$ cat src/rtl/redirect_arbiter.sv
// Picks the oldest surviving branch redirect each cycle and blocks wrong-path (younger) redirects until the ROB walk completes.
// Optional performance counters are compiled in with `define REDIRECT_ARB_PERF_EN.
module redirect_arbiter #(
   parameter int NUM_REQ    = 4,
   parameter int ROB_WIDTH  = 6,
   parameter int INFO_WIDTH = 64
) (
   input  logic                            clk,
   input  logic                            rst,
   input  logic [NUM_REQ-1:0]              req_en,
   input  logic [NUM_REQ*(ROB_WIDTH+1)-1:0] req_rob_idx,
   input  logic [NUM_REQ*INFO_WIDTH-1:0]   req_info,
   input  logic                            rob_flush,
   input  logic                            flush_done,
   output logic                            out_en,
   output logic [ROB_WIDTH:0]              out_rob_idx,
   output logic [INFO_WIDTH-1:0]           out_info,
   output logic [$clog2(NUM_REQ)-1:0]      out_req_id,
   output logic                            busy,
   output logic [31:0]                     perf_redirect_cnt,
   output logic [31:0]                     perf_drop_cnt
);

   localparam int RW = ROB_WIDTH + 1;
   localparam int SW = $clog2(NUM_REQ);

   typedef enum logic [1:0] {IDLE, BLOCK, FLUSH} state_t;

   state_t                 state_q, state_d;
   logic [RW-1:0]          blk_q, blk_d;
   logic                   out_en_q;
   logic [RW-1:0]          out_rob_idx_q;
   logic [INFO_WIDTH-1:0]  out_info_q;
   logic [SW-1:0]          out_req_id_q;

   logic [RW-1:0]          idx_w  [NUM_REQ];
   logic [INFO_WIDTH-1:0]  info_w [NUM_REQ];
   logic [NUM_REQ-1:0]     survive;

   logic                   win_vld;
   logic [SW-1:0]          win_id;
   logic [RW-1:0]          win_idx;
   logic [INFO_WIDTH-1:0]  win_info;

   // MSB is the wrap bit: equal MSBs compare directly, differing MSBs invert the sense.
   function automatic logic is_older(input logic [RW-1:0] a, input logic [RW-1:0] b);
      if (a[RW-1] == b[RW-1]) return a[RW-2:0] < b[RW-2:0];
      else                    return a[RW-2:0] > b[RW-2:0];
   endfunction

   genvar gi;
   generate
      for (gi = 0; gi < NUM_REQ; gi++) begin : g_req
         assign idx_w[gi]   = req_rob_idx[gi*RW +: RW];
         assign info_w[gi]  = req_info[gi*INFO_WIDTH +: INFO_WIDTH];
         assign survive[gi] = req_en[gi] & ~rob_flush & (state_q != FLUSH)
                              & ((state_q == IDLE) | is_older(idx_w[gi], blk_q));
      end
   endgenerate

   // Strictly-older replaces the current pick, so equal ages keep the lower port.
   always_comb begin
      win_vld  = 1'b0;
      win_id   = '0;
      win_idx  = '0;
      win_info = '0;
      for (int i = 0; i < NUM_REQ; i++) begin
         if (survive[i] && (!win_vld || is_older(idx_w[i], win_idx))) begin
            win_vld  = 1'b1;
            win_id   = SW'(i);
            win_idx  = idx_w[i];
            win_info = info_w[i];
         end
      end
   end

   always_ff @(posedge clk or posedge rst) begin
      if (rst) state_q <= IDLE;
      else     state_q <= state_d;
   end

   always_comb begin
      state_d = state_q;
      blk_d   = blk_q;
      if (rob_flush) begin
         state_d = FLUSH;
      end else begin
         case (state_q)
            IDLE:    if (win_vld) state_d = BLOCK;
            BLOCK:   if (!win_vld && flush_done) state_d = IDLE;
            FLUSH:   if (flush_done) state_d = IDLE;
            default: state_d = IDLE;
         endcase
         if (win_vld) blk_d = win_idx;
      end
   end

   always_comb begin
      busy = (state_q != IDLE);
   end

   always_ff @(posedge clk or posedge rst) begin
      if (rst) begin
         blk_q         <= '0;
         out_en_q      <= 1'b0;
         out_rob_idx_q <= '0;
         out_info_q    <= '0;
         out_req_id_q  <= '0;
      end else begin
         blk_q    <= blk_d;
         out_en_q <= win_vld;
         if (win_vld) begin
            out_rob_idx_q <= win_idx;
            out_info_q    <= win_info;
            out_req_id_q  <= win_id;
         end
      end
   end

   // A flush in the issue cycle must kill the redirect before the consumer sees it.
   assign out_en      = out_en_q & ~rob_flush;
   assign out_rob_idx = out_rob_idx_q;
   assign out_info    = out_info_q;
   assign out_req_id  = out_req_id_q;

`ifdef REDIRECT_ARB_PERF_EN
   logic [31:0] redir_cnt_q, redir_cnt_d;
   logic [31:0] drop_cnt_q, drop_cnt_d;
   logic [31:0] drop_inc;
   logic [32:0] drop_sum;

   always_comb begin
      drop_inc = '0;
      for (int i = 0; i < NUM_REQ; i++) begin
         drop_inc = drop_inc + {31'd0, req_en[i] & ~survive[i]};
      end
      drop_sum    = {1'b0, drop_cnt_q} + {1'b0, drop_inc};
      drop_cnt_d  = drop_sum[32] ? 32'hFFFF_FFFF : drop_sum[31:0];
      redir_cnt_d = (out_en && redir_cnt_q != 32'hFFFF_FFFF) ? redir_cnt_q + 32'd1 : redir_cnt_q;
   end

   always_ff @(posedge clk or posedge rst) begin
      if (rst) begin
         redir_cnt_q <= '0;
         drop_cnt_q  <= '0;
      end else begin
         redir_cnt_q <= redir_cnt_d;
         drop_cnt_q  <= drop_cnt_d;
      end
   end

   assign perf_redirect_cnt = redir_cnt_q;
   assign perf_drop_cnt     = drop_cnt_q;
`else
   assign perf_redirect_cnt = 32'd0;
   assign perf_drop_cnt     = 32'd0;
`endif

endmodule

$ cat config.mk
export PLATFORM = sky130hd
export DESIGN_NAME = redirect_arbiter
export DESIGN_NICKNAME = d
export VERILOG_FILES = /design/src/rtl/redirect_arbiter.sv
export SDC_FILE = /design/constraint.sdc
export NUM_CORES = 1
export LEC_CHECK = 0
export CAP_MARGIN = 20
export CORE_AREA = 4 4 164 166
export CTS_BUF_LIST = sky130_fd_sc_hd__clkbuf_8 sky130_fd_sc_hd__clkbuf_16
export DETAILED_ROUTE_END_ITERATION = 12
export DIE_AREA = 0 0 168 170
export PLACE_DENSITY = 0.76
export SETUP_SLACK_MARGIN = 0.2
export SKIP_CTS_REPAIR_TIMING = 1
export SYNTH_ARGS = -nofsm -noshare
export SYNTH_HDL_FRONTEND = slang
export SYNTH_SLANG_ARGS = --single-unit
$ cat constraint.sdc
create_clock -name clk -period 10 [get_ports clk]
set_input_delay 2 -clock clk [delete_from_list [all_inputs] [get_ports clk]]
set_output_delay 2 -clock clk [all_outputs]
set_load 0.05 [all_outputs]
Word-level counts from Yosys, hierarchy flattened
Index checks and enable logic that the tools add are counted.
{"block": "word_totals", "output_inout_bits": 139, "inputBits": 292, "word_cells": 93, "register_bits": 83}
{"block": "op_classes", "order_cmp": 14, "bitwise": 18, "muxes": 27, "eq_ne": 13, "n_reduce_logical": 15}
{"cell": "$mux W64", "count": 4}
{"cell": "$gt A6 B6 Y1", "count": 7}
{"cell": "$lt A6 B6 Y1", "count": 7}
{"cell": "$mux W7", "count": 4}
{"cell": "$and A1 B1 Y1", "count": 13}
{"cell": "$mux W1", "count": 12}
{"cell": "$mux W2", "count": 6}
{"cell": "$ne A3 B3 Y1 const B", "count": 3}
{"cell": "$eq A1 B1 Y1", "count": 7}
{"cell": "$pmux W2 S3", "count": 1}
{"cell": "$logic_and A1 B1 Y1", "count": 4}
{"cell": "$logic_not A1 Y1", "count": 4}
{"cell": "$or A1 B1 Y1", "count": 4}
{"cell": "$logic_or A1 B1 Y1", "count": 3}
{"cell": "$reduce_and A3 Y1", "count": 1}
{"cell": "$eq A2 B1 Y1 const B", "count": 1}
{"cell": "$eq A2 B2 Y1 const B", "count": 1}
{"cell": "$logic_not A2 Y1", "count": 1}
{"cell": "$ne A2 B2 Y1 const B", "count": 1}
{"cell": "$reduce_and A2 Y1", "count": 1}
{"cell": "$reduce_bool A2 Y1", "count": 1}
{"cell": "$not A1 Y1", "count": 1}

Longest topological paths before layout
{"block": "logic_depth", "word_depth": 25, "depth_mapped": 42, "mapped_depth_nobuf": 34}

Worst setup path after synthesis
OpenSTA, ideal clock, no wires.
{"block": "synth_timing", "path_type": "input port to flip-flop", "start": "input port req_rob_idx[4]", "end": "register out_info_q[27] (netlist: out_info[27])", "setup_ps": 129, "setup_slack_ps": -226, "t_arrival_ps": 10097, "n_path_buf": 9, "required_ps": 9871, "path_stages": 38, "path_cell_list": "ha_1 a21oi_1 nand2_1 nor4_1 o311a_4 buf_6 clkbuf_1 clkbuf_1 nand2_1 ha_1 a211o_1 o22ai_1 mux2_2 a21oi_4 clkbuf_1 clkbuf_1 nor2_1 a21oi_1 [... 2 more ...] o21ai_0 o21ai_0 mux2_2 a211o_1 o31a_1 buf_4 buf_6 a21boi_2 nor2_1 ha_1 a21o_1 a2111oi_0 a21o_1 nor2b_1 mux2_2 buf_4 buf_6 o221ai_2"}
{"block": "synth_between", "elab_chain_len": 20, "elab_cells_between_ends": 37, "cone_classes": "8 x order compare; 3 x eq/ne; 15 x mux; 2 x bitwise; 9 x reduce/logical"}
{"item": "start: declaration", "line_no": "11", "source": "input logic [NUM_REQ*(ROB_WIDTH+1)-1:0] req_rob_idx,"}
{"item": "$gt A6 B6 Y1 / $lt A6 B6 Y1 (equally long branches)", "line_no": "48, 47"}
{"item": "$mux W1", "line_no": "47", "source": "if (a[RW-1] == b[RW-1]) return a[RW-2:0] < b[RW-2:0];"}
{"item": "$or A1 B1 Y1", "line_no": "57", "source": "& ((state_q == IDLE) | is_older(idx_w[gi], blk_q));"}
{"item": "$and A1 B1 Y1", "line_no": "57"}
{"item": "$mux W7", "line_no": "68", "source": "if (survive[i] && (!win_vld || is_older(idx_w[i], win_idx))) begin"}
{"item": "$gt A6 B6 Y1 (tied with other cells)", "line_no": "48", "source": "else return a[RW-2:0] > b[RW-2:0];"}
{"item": "$mux W1", "line_no": "47"}
{"item": "$logic_or A1 B1 Y1", "line_no": "68"}
{"item": "[... 4 more ...]"}
{"item": "$logic_or A1 B1 Y1", "line_no": "68"}
{"item": "$logic_and A1 B1 Y1", "line_no": "68"}
{"item": "$mux W7", "line_no": "68"}
{"item": "$gt A6 B6 Y1 (tied with other cells)", "line_no": "48"}
{"item": "$mux W1", "line_no": "47"}
{"item": "$logic_or A1 B1 Y1", "line_no": "68"}
{"item": "$logic_and A1 B1 Y1", "line_no": "68"}
{"item": "$mux W64 / $mux W1 (equally long branches)", "line_no": "68"}
{"item": "end signal: assignment", "line_no": "114", "source": "out_info_q <= win_info;"}
{"item": "end: declaration", "line_no": "33", "source": "logic [INFO_WIDTH-1:0] out_info_q;"}
Parallel ways exist; a longest one is shown, timed or not.
A chain may end at the register's enable or synchronous reset.

Final worst setup path
{"block": "layout_timing", "start": "input port req_rob_idx[4]", "end": "register out_info_q[10] (netlist: out_info[10])"}
The elaborated chain is that of the path after synthesis.

==> results.toml <==
[clock_network]
clock_path_buffers = 2
clock_latency_ns = 0.35
clock-sinks = 83
cts_max_level = 3
clockRootBuffer = "clkbuf_16"
cts_buffers = 9
clk_pin_slew_worst_paths_ns = 0.08
tritoncts = "yes"

[synthesis]
yosys_most_used_dff = "dfrtp_1"
ys_warn_count = 0
syn_inst = 1174
avgSynthCellArea_um2 = 7.52
synth_edf_count = 0
synth.area.top_cells = "dfrtp_1 (24%), nand2_1 (12%), o21ai_0 (8.0%), o221ai_2 (6.8%), a31o_2 (6.5%)"
synth_cell_types = 65
yosysTopAreaCell = "dfrtp_1"
async_reset_ff_share_pct = 100
netlist_area_um2 = 8820
synth_seq_cells = 83
netlist.area_leader.share_pct = 23.5
ys_seq_area_share_pct = 23.5

[sta]
slew_viol_final = 0
slew_headroom_pct = 46.6
tightest_slew_ns = 0.801
fin_crit_sh_pct = 94.1
period_minus_slack_ns = 9.41
setup_viol = 0
grt_setup_unrepaired = "no"
hold_violations = 0
fin_tns_setup_ns = 0
clock_skew_ns = 0.0155
fin_ws_ns = 0.589
holdWs_ns = 0.500
max_freq_ghz = 0.106

[worst_setup_path]
cp-start-kind = "input port"
endpoint_kind = "flip-flop"
crit_type = "input port to flip-flop"
max_stage_delay_ns = 0.43
crit_top_cell = "ha_1"
crit_required_ns = 10.21
critPathTopFamily = "compound AO/OA/AOI/OAI gates"
path_max_fanout = 25
path_buf_inv = 2
cp.arrival_ns = 9.63
crit_slowest_cell = "clkdlybuf4s50_1"

[job]
drv_cap = 0

[routing]
viasPerCell = 5.52
drt_iter0_markers = 755
drc_errors = 0
wl_per_cell_um = 19.0
vias = 10104
ant_nets = 0
dr.pass1.iters = 5
drt-total-wl_um = 34800

[min_path]
hold_path_class = "flip-flop to flip-flop"

[final_layout]
finish.utilization_pct = 50.5
final_common_cell = "clkdlybuf4s50_1"
final_cell_mix = "clkdlybuf4s50_1 (366), nand2_1 (283), o21ai_0 (140)"
num-fill-cells = 2465
antenna_cells = 0
seq_area_um2 = 2080
layout-drive-gt1-share_pct = 12.6
fin_nets = 1823
final_cells = 1830
area_growth_pct = 46.4
fin_area_um2 = 12900
multi_input_area_um2 = 6070

[grt]
grt_pass1_wl_um = 52400
grt_max_degree = 76
grt_usage_pct = 22.3
antenna_found_initial = 0
grt_overflow = 0
first_global_vias = 9802

[place]
io_buffer_count = 366
place_congestion = 0.908
dp_slack_ns = -0.0370
dp.final_hpwl_um = 25200
placed_area_um2 = 12500
placedCellCount = 1803

[die]
initial_core_util_pct = 34.5
num_rows = 59
dieArea_um2 = 28600
core_um2 = 25600
die_h_um = 170
boundaryPins = 431
die_w_um = 168

[outcome]
outcome = "finished, final reports clean"

[power]
ir_drop_uv = 166
power_mw = 3.56
power_density_nw_per_um2 = 275
p_leak_nw = 4.88
[synthesized netlist by cell type, drive strengths merged (2+ instances only)]
| cell | n |
|---|---|
| buf | 101 |
| o21bai | 2 |
| nand4b | 2 |
| or3 | 4 |
| or2 | 3 |
| nand2b | 4 |
| nor3 | 15 |
| clkbuf | 61 |
| nor2b | 8 |
| nand3 | 72 |
| ha | 41 |
| a21o | 5 |
| a2111oi | 2 |
| a211o | 2 |
| a21boi | 5 |
| a21oi | 19 |
| mux2 | 5 |
| a211oi | 5 |
| o2111ai | 2 |
| inv | 19 |
| nand2 | 283 |
| a221o | 3 |
| and3 | 11 |
| o21ai | 143 |
| mux2i | 2 |
| xor2 | 5 |
| o31ai | 14 |
| a31oi | 2 |
| and2 | 65 |
| o211a | 3 |
| o211ai | 3 |
| dfrtp | 83 |
| a31o | 65 |
| o21a | 3 |
| nor2 | 19 |
| nand4 | 3 |
| o221ai | 76 |
[logic make-up (layout without fill, tap and decap cells)]
family                     Yosys count  in the layout  share of synthesized area, %
other                                1             64                        0.0425
AOI/OAI and AO/OA                  362            362                          32.1
buffers and inverters              181            437                          11.6
and+or+nand+nor                    493            493                          25.4
DFF                                 83             83                          23.5
adders and majority gates           41             41                          5.81
xor gates and xnor gates             6              6                         0.681
muxes                                7              9                         0.865
[metal layers]
metal  up-vias  global-route usage, %  part of all wire (%)
li1       4736                      -                     -
met1      4810                   28.2                    40
met2       482                   37.8                    49
met3        76                   4.99                   8.2
met4         0                   7.37                   3.2
met5         -                      0                     0
[cell type report]
type	count	area share (%)
well taps	335	3.24
repair buffers	402	30.8
inverters	19	0.562
clock buffers	10	1.85
multi-input cells	975	47.0
flip-flops and latches	83	16.1
clock inverters	6	0.532
[where the power goes]
part | switching, mW | internal, mW | leakage (nW)
Combinational | 1.57 | 1.00 | 3.74
Clock | 0.157 | 0.203 | 0.150
Sequential | 0.115 | 0.512 | 0.994
[path summary, 6_finish.rpt]
path                           endpoint  slack, ns      startpoint  cells past startpoint
hold / removal               state_q[0]       0.50      state_q[1]                      1
hold reg to reg              state_q[0]       0.50      state_q[1]                      1
min in group asynchronous  out_info[31]       2.02             rst                      2
max in group asynchronous      blk_q[4]       6.86             rst                      3
setup reg to reg           out_info[10]       2.19        blk_q[4]                     32
setup / recovery           out_info[10]       0.59  req_rob_idx[4]                     32
[state kept, by name, indices dropped and copies added (netlist names)]
| signal | flops |
|---|---|
| out_req_id | 2 |
| out_info | 64 |
| out_rob_idx | 7 |
| blk_q | 7 |
| out_en_q | 1 |
| state_q | 2 |
(Power assumes the default switching activity.)
